--- src/rtl/cpu_pkg.sv ---
// Shared CPU constants: ALU opcodes and default datapath/register-index widths.
package cpu_pkg;

  localparam int DW = 32;
  localparam int RW = 5;

  localparam logic [3:0] ALUC_ADD = 4'b0000;
  localparam logic [3:0] ALUC_SUB = 4'b0100;
  localparam logic [3:0] ALUC_AND = 4'b0001;
  localparam logic [3:0] ALUC_OR  = 4'b0101;
  localparam logic [3:0] ALUC_XOR = 4'b0010;
  localparam logic [3:0] ALUC_SLL = 4'b0011;
  localparam logic [3:0] ALUC_SRL = 4'b0111;
  localparam logic [3:0] ALUC_LUI = 4'b0110;

endpackage

--- src/rtl/ex_issue_stage_operand_fwd.sv ---
// Per-source operand resolution: forwards from EX/MEM or MEM/WB and flags an interlock.
// EX_ISSUE_FWD_EN selects forwarding; otherwise any pending writer to a used source stalls.
module operand_fwd #(
  parameter int DW = cpu_pkg::DW,
  parameter int RW = cpu_pkg::RW
) (
  input  logic [RW-1:0] src_i,
  input  logic          used_i,
  input  logic [DW-1:0] rf_data_i,
  input  logic [RW-1:0] em_rd_i,
  input  logic          em_wreg_i,
  input  logic          em_m2reg_i,
  input  logic [DW-1:0] em_data_i,
  input  logic [RW-1:0] mw_rd_i,
  input  logic          mw_wreg_i,
  input  logic [DW-1:0] mw_data_i,
  output logic [DW-1:0] fwd_o,
  output logic          hazard_o
);

  logic nz, em_hit, mw_hit;

  // r0 is hardwired, so it never aliases a producer
  assign nz     = |src_i;
  assign em_hit = nz && em_wreg_i && (em_rd_i == src_i);
  assign mw_hit = nz && mw_wreg_i && (mw_rd_i == src_i);

`ifdef EX_ISSUE_FWD_EN
  // EX/MEM is newer than MEM/WB; a load in EX/MEM has no data yet
  always_comb begin
    fwd_o = rf_data_i;
    if (em_hit && !em_m2reg_i) fwd_o = em_data_i;
    else if (mw_hit)           fwd_o = mw_data_i;
  end

  assign hazard_o = used_i && em_hit && em_m2reg_i;
`else
  logic unused_fwd;

  assign fwd_o      = rf_data_i;
  assign hazard_o   = used_i && (em_hit || mw_hit);
  assign unused_fwd = ^{em_m2reg_i, em_data_i, mw_data_i};
`endif

endmodule

--- src/rtl/ex_issue_stage.sv ---
// ID/EX issue register feeding the ALU through a one-entry valid/ready buffer.
// Optional operand forwarding under EX_ISSUE_FWD_EN; port list identical in both builds.
module ex_issue_stage #(
  parameter int DW = cpu_pkg::DW,
  parameter int RW = cpu_pkg::RW
) (
  input  logic          clk,
  input  logic          clrn,
  input  logic          id_valid,
  output logic          id_ready,
  input  logic [3:0]    id_aluc,
  input  logic [DW-1:0] id_qa,
  input  logic [DW-1:0] id_qb,
  input  logic [DW-1:0] id_imm,
  input  logic [4:0]    id_sa,
  input  logic          id_shift,
  input  logic          id_aluimm,
  input  logic [RW-1:0] id_rs,
  input  logic [RW-1:0] id_rt,
  input  logic [RW-1:0] id_rd,
  input  logic          id_wreg,
  input  logic          id_m2reg,
  input  logic          id_wmem,
  input  logic [RW-1:0] em_rd,
  input  logic          em_wreg,
  input  logic          em_m2reg,
  input  logic [DW-1:0] em_data,
  input  logic [RW-1:0] mw_rd,
  input  logic          mw_wreg,
  input  logic [DW-1:0] mw_data,
  input  logic          ex_flush,
  output logic          ex_valid,
  input  logic          ex_ready,
  output logic [3:0]    ex_aluc,
  output logic [DW-1:0] ex_a,
  output logic [DW-1:0] ex_b,
  output logic [DW-1:0] ex_qb,
  output logic [RW-1:0] ex_rd,
  output logic          ex_wreg,
  output logic          ex_m2reg,
  output logic          ex_wmem
);

  // index 0 = rs, index 1 = rt
  logic [1:0][RW-1:0] src;
  logic [1:0][DW-1:0] rf, fv;
  logic [1:0]         used, haz;
  logic               hazard, xfer;

  assign src  = {id_rt, id_rs};
  assign rf   = {id_qb, id_qa};
  assign used = {(!id_aluimm || id_wmem), !id_shift};

  for (genvar g = 0; g < 2; g++) begin : g_fwd
    operand_fwd #(.DW(DW), .RW(RW)) u_fwd (
      .src_i      (src[g]),
      .used_i     (used[g]),
      .rf_data_i  (rf[g]),
      .em_rd_i    (em_rd),
      .em_wreg_i  (em_wreg),
      .em_m2reg_i (em_m2reg),
      .em_data_i  (em_data),
      .mw_rd_i    (mw_rd),
      .mw_wreg_i  (mw_wreg),
      .mw_data_i  (mw_data),
      .fwd_o      (fv[g]),
      .hazard_o   (haz[g])
    );
  end

  logic          vld_q, vld_d;
  logic [3:0]    aluc_q, aluc_d;
  logic [DW-1:0] a_q, a_d, b_q, b_d, qb_q, qb_d;
  logic [RW-1:0] rd_q, rd_d;
  logic          wreg_q, wreg_d, m2reg_q, m2reg_d, wmem_q, wmem_d;

  assign hazard   = id_valid && (|haz);
  assign id_ready = clrn && (!vld_q || ex_ready) && !hazard && !ex_flush;
  assign xfer     = id_valid && id_ready;

  always_comb begin
    vld_d   = vld_q;
    aluc_d  = aluc_q;
    a_d     = a_q;
    b_d     = b_q;
    qb_d    = qb_q;
    rd_d    = rd_q;
    wreg_d  = wreg_q;
    m2reg_d = m2reg_q;
    wmem_d  = wmem_q;
    // a flush or a consume-without-refill must not leave side-effect controls armed
    if (ex_flush || (!xfer && ex_ready)) begin
      vld_d  = 1'b0;
      wreg_d = 1'b0;
      wmem_d = 1'b0;
    end else if (xfer) begin
      vld_d   = 1'b1;
      aluc_d  = id_aluc;
      a_d     = id_shift ? {{(DW-5){1'b0}}, id_sa} : fv[0];
      b_d     = id_aluimm ? id_imm : fv[1];
      qb_d    = fv[1];
      rd_d    = id_rd;
      wreg_d  = id_wreg;
      m2reg_d = id_m2reg;
      wmem_d  = id_wmem;
    end
  end

  always_ff @(posedge clk) begin
    if (!clrn) begin
      vld_q   <= 1'b0;
      aluc_q  <= 4'b0000;
      a_q     <= '0;
      b_q     <= '0;
      qb_q    <= '0;
      rd_q    <= '0;
      wreg_q  <= 1'b0;
      m2reg_q <= 1'b0;
      wmem_q  <= 1'b0;
    end else begin
      vld_q   <= vld_d;
      aluc_q  <= aluc_d;
      a_q     <= a_d;
      b_q     <= b_d;
      qb_q    <= qb_d;
      rd_q    <= rd_d;
      wreg_q  <= wreg_d;
      m2reg_q <= m2reg_d;
      wmem_q  <= wmem_d;
    end
  end

  assign ex_valid = vld_q;
  assign ex_aluc  = aluc_q;
  assign ex_a     = a_q;
  assign ex_b     = b_q;
  assign ex_qb    = qb_q;
  assign ex_rd    = rd_q;
  assign ex_wreg  = wreg_q;
  assign ex_m2reg = m2reg_q;
  assign ex_wmem  = wmem_q;

endmodule

--- config.mk ---
export PLATFORM = sky130hd
export DESIGN_NAME = ex_issue_stage
export DESIGN_NICKNAME = d
export VERILOG_FILES = /design/src/rtl/cpu_pkg.sv /design/src/rtl/ex_issue_stage_operand_fwd.sv /design/src/rtl/ex_issue_stage.sv
export SDC_FILE = /design/constraint.sdc
export NUM_CORES = 1
export LEC_CHECK = 0
export BUFFER_PORTS_ARGS = -buffer_cell sky130_fd_sc_hd__buf_4
export CORE_AREA = 2 2 123 125
export CTS_CLUSTER_DIAMETER = 150
export DETAILED_ROUTE_END_ITERATION = 6
export DIE_AREA = 0 0 125 127
export PLACE_DENSITY = 0.64
export REMOVE_ABC_BUFFERS = 1
export SYNTH_ARGS = -nofsm -noshare
export SYNTH_HDL_FRONTEND = slang
export SYNTH_SLANG_ARGS = --single-unit
--- constraint.sdc ---
create_clock -name clk -period 3.6 [get_ports clk]
set_clock_uncertainty 0.1 [all_clocks]
set_input_delay 0.18 -clock clk [delete_from_list [all_inputs] [get_ports clk]]
set_output_delay 0.18 -clock clk [all_outputs]
set_load 0.005 [all_outputs]
==> key figures <==
Status
  • Result of the run: complete, no violations

Cells and area
  • # nets final: 1013
  • Leading cell type in the layout, fill and taps excluded: sky130_fd_sc_hd__buf_4
  • Multi-input gate area in the final layout: 2356 um^2
  • Area of all sequential standard cells: 2182 um^2
  • Leading cell types in the layout, fill and taps excluded: sky130_fd_sc_hd__buf_4, sky130_fd_sc_hd__mux2i_1, sky130_fd_sc_hd__nand2_1
  • Filler Cells Inserted: 1306
  • Area Growth Syn to Fin: 59.86%
  • Fraction of layout cells with a size suffix above 1: 33.54%
  • Non-filler cells in the finished layout: 992
  • Ant diodes: 0

Logic synthesis
  • Warnings, synthesis: 0
  • Number of distinct library cells after synthesis: 19
  • Gate count of the mapped netlist: 509
  • Part of the Yosys area used for sequential elements: 45.02%
  • Post-Synthesis Mean Instance Area: 9.523 um^2
  • Total of flip-flops plus latches after synthesis: 109
  • Combined area of all synthesized cells: 4847 um^2

Worst setup path
  • Cell chain of the critical path: dlygate4sd3_1 -> buf_4 -> nor2b_1 -> a21oi_1 -> a22oi_2 -> or3b_4 -> buf_12 -> mux2i_1
  • CP Launch Type: input pin
  • Required time of the critical path: 3.71 ns
  • Family with the most delay on the worst path: buffers and inverters
  • Arrival @ worst endpoint: 2.41 ns
  • CP Max Fanout: 54
  • Buffering stage count on the worst path with inverters included: 3
  • Delay of the slowest critical-path stage: 0.63 ns
  • Worst setup path category: in2reg
  • Crit path max-delay cell type: sky130_fd_sc_hd__or3b_4
  • CP Capture Type: flip-flop

Min path
  • Class of the most critical hold timing path: in2reg

Clock tree
  • Clock transition time at the flip-flop clock pins of the worst setup and hold paths: 0.07 ns
  • Number of buffers inserted during clock tree synthesis: 9
  • Clock tree from TritonCTS: done
  • CTS Root Buffer Type: sky130_fd_sc_hd__clkbuf_16
  • Clock Sink Count: 109
  • Total of cells resized after clock tree synthesis: 0
  • Number of H-tree branching levels: 3
  • Worst-Skew Late Latency: 0.34 ns
  • Maximum clock insertion buffer count: 2

Detailed routing
  • DR vias: 4462
  • Drt initial violations: 109
  • Drc violations: 0
  • Met1 WL: 5911 um
  • DRT Pass-1 Iters: 4
  • Number of vias per cell: 4.498
  • Total length of routed met3 wires: 1020 um
  • Antenna viol nets, final: 0
  • Total wirelength of the detailed-routed design: 14240 um
  • Met2 routed wirelength: 7132 um
  • Top routing layer used: met4
  • Avg WL per Cell: 14.36 um

Placement
  • Cell Count Post-Placement: 918
  • Number of buffers inserted by port buffering: 251
  • Detailed placement HPWL: 10010 um
  • Placer congestion estimate: 0.8246

Floorplanning
  • Effective utilization at floorplan: 33.61%
  • Std cell rows: 44
  • Boundary Pins: 317
  • Horizontal die dimension: 125 um
  • Floorplan core area: 14420 um^2
  • Area of the die: 15880 um^2
  • Die height: 127 um

Global routing
  • All-layer global routing usage: 17.65%
  • Wire length of the first global-routing pass: 23050 um
  • Via count of the first global-routing pass: 4800
  • Maximum number of pins on one net before global-route repair: 60
  • Total overflow reported by the global router: 0
  • Number of antenna violations at the first check in global routing: 0

STA
  • Count of endpoints failing setup in the final report: 0
  • Final clock period utilization by the worst path: 63.71%
  • Worst Max-Slew Pin Slew: 0.6555 ns
  • Unrepaired setup endpoints after global routing: false
  • Fin crit period: 2.293 ns
  • Peak Freq: 436.0 MHz
  • Max-slew violations: 0
  • Worst rel slew slack: 56.30%
  • Final number of hold-violating endpoints: 0

Power
  • Total power draw: 2.767 mW
  • Sequential share of power: 47.3%
  • Power Dens Cells: 357.1 nW/um^2
  • Net switching power: 658.8 uW
  • Maximum vdd drop: 218.6 uV
  • Combinational power share: 18.9%
  • Proportion of total power due to net switching: 23.81%
  • Leakage: 4.257 nW
  • Portion of total power attributed to the clock network: 33.8%
  • Internal power component: 2.108 mW

Job
  • Max_cap viols: 0
[final timing paths]
check,slack [ns],startpoint,cells after the start,endpoint
setup / recovery,1.31,id_wmem,8,ex_qb[28]$_SDFFE_PN0P_
hold / removal,0.01,id_qb[9],3,ex_qb[9]$_SDFFE_PN0P_
setup reg to reg,1.73,ex_valid$_SDFFE_PP0P_,5,ex_a[28]$_SDFFE_PN0P_
hold reg to reg,0.36,ex_a[10]$_SDFFE_PN0P_,2,ex_a[10]$_SDFFE_PN0P_
[registers in the layout (all words and copies together) (netlist names)]
| register | count |
|---|---|
| ex_a | 32 |
| ex_b | 32 |
| ex_qb | 32 |
| ex_rd | 5 |
| ex_aluc | 4 |
| ex_m2reg | 1 |
| ex_valid | 1 |
| ex_wmem | 1 |
| ex_wreg | 1 |
[what timing repair did]
item                                   4_1_cts  5_1_grt
setup buffers                                0        0
hold buffers                                61        0
endpoints found under the hold margin       61        0
[through the flow]
| step | utilization, % | worst slack (ns) | instance area (um^2) | TNS [ns] | hold WS, ns |
|---|---|---|---|---|---|
| after floorplan | - | -1.113 | 4697 | -116.43 | 0.2052 |
| after global placement | 47.59 | 1.192 | 6864 | 0 | 0.2920 |
| after detailed placement | 47.59 | 1.142 | 6864 | 0 | 0.2970 |
| after CTS | 53.72 | 1.277 | 7749 | 0 | 0.0002906 |
| after global routing | 53.72 | 1.176 | 7749 | 0 | 0.003488 |
| final | 53.72 | 1.307 | 7749 | 0 | 0.01162 |
[cells by family (layout without fill, tap and decap cells)]
family | Yosys count | count (layout) | share of synthesized area, %
AOI/OAI and AO/OA | 6 | 6 | 0.8258
and+or+nand+nor | 155 | 155 | 14.12
muxes | 145 | 145 | 29.99
buffers and inverters | 74 | 373 | 6.427
xor gates and xnor gates | 20 | 20 | 3.614
DFF | 109 | 109 | 45.02
[power by group through the flow]
stage               clock network [mW]  logic [mW]  registers [mW]
finish                           0.935       0.523            1.31
floorplan                            0       0.178            1.34
detailed placement                   0       0.472            1.34
global placement                     0       0.463            1.33
CTS                              0.966       0.527            1.31
global route                      1.02       0.568            1.32
[synthesized netlist by cell type]
master	count	share of area [%]
sky130_fd_sc_hd__mux2i_1	143	30
sky130_fd_sc_hd__nand2_1	111	8.6
sky130_fd_sc_hd__dfxtp_1	109	45
sky130_fd_sc_hd__inv_1	43	3.3
sky130_fd_sc_hd__nand2b_1	30	3.9
sky130_fd_sc_hd__xnor2_1	20	3.6
sky130_fd_sc_hd__clkbuf_1	19	1.5
sky130_fd_sc_hd__buf_2	9	0.93
sky130_fd_sc_hd__nand4_1	4	0.52
sky130_fd_sc_hd__nor2_1	4	0.31
sky130_fd_sc_hd__a21oi_1	3	0.31
sky130_fd_sc_hd__buf_6	3	0.70
sky130_fd_sc_hd__mux2_1	2	0.46
sky130_fd_sc_hd__nor3_1	2	0.21
sky130_fd_sc_hd__nor3b_1	2	0.31
sky130_fd_sc_hd__o22ai_1	2	0.26
sky130_fd_sc_hd__a22oi_2	1	0.26
sky130_fd_sc_hd__nor2b_1	1	0.13
sky130_fd_sc_hd__or3b_1	1	0.18
[cell type report]
cell class                      count  share of cell area [%]
Multi-Input combinational cell    326                   30.41
Sequential cell                   109                   28.16
Tap cell                          184                   2.971
Timing Repair Buffer              317                   32.84
Inverter                           43                   2.083
Clock inverter                      1                 0.09688
Clock buffer                       12                   3.439
[worst reg2reg max path, stage by stage (launching register included)]
cell	delay (ns)
sky130_fd_sc_hd__dfxtp_1	0.34
sky130_fd_sc_hd__nand2b_1	0.08
sky130_fd_sc_hd__nand2b_1	0.10
sky130_fd_sc_hd__or3b_4	0.48
sky130_fd_sc_hd__buf_12	0.41
sky130_fd_sc_hd__mux2i_1	0.28
[routing by layer]
| layer | global-route usage, % | vias up |
|---|---|---|
| met4 | 4.837 | 0 |
| met5 | 0 | - |
| met3 | 5.905 | 15 |
| met2 | 31.46 | 148 |
| li1 | - | 2228 |
| met1 | 20.29 | 2071 |
(Power assumes the default switching activity.)
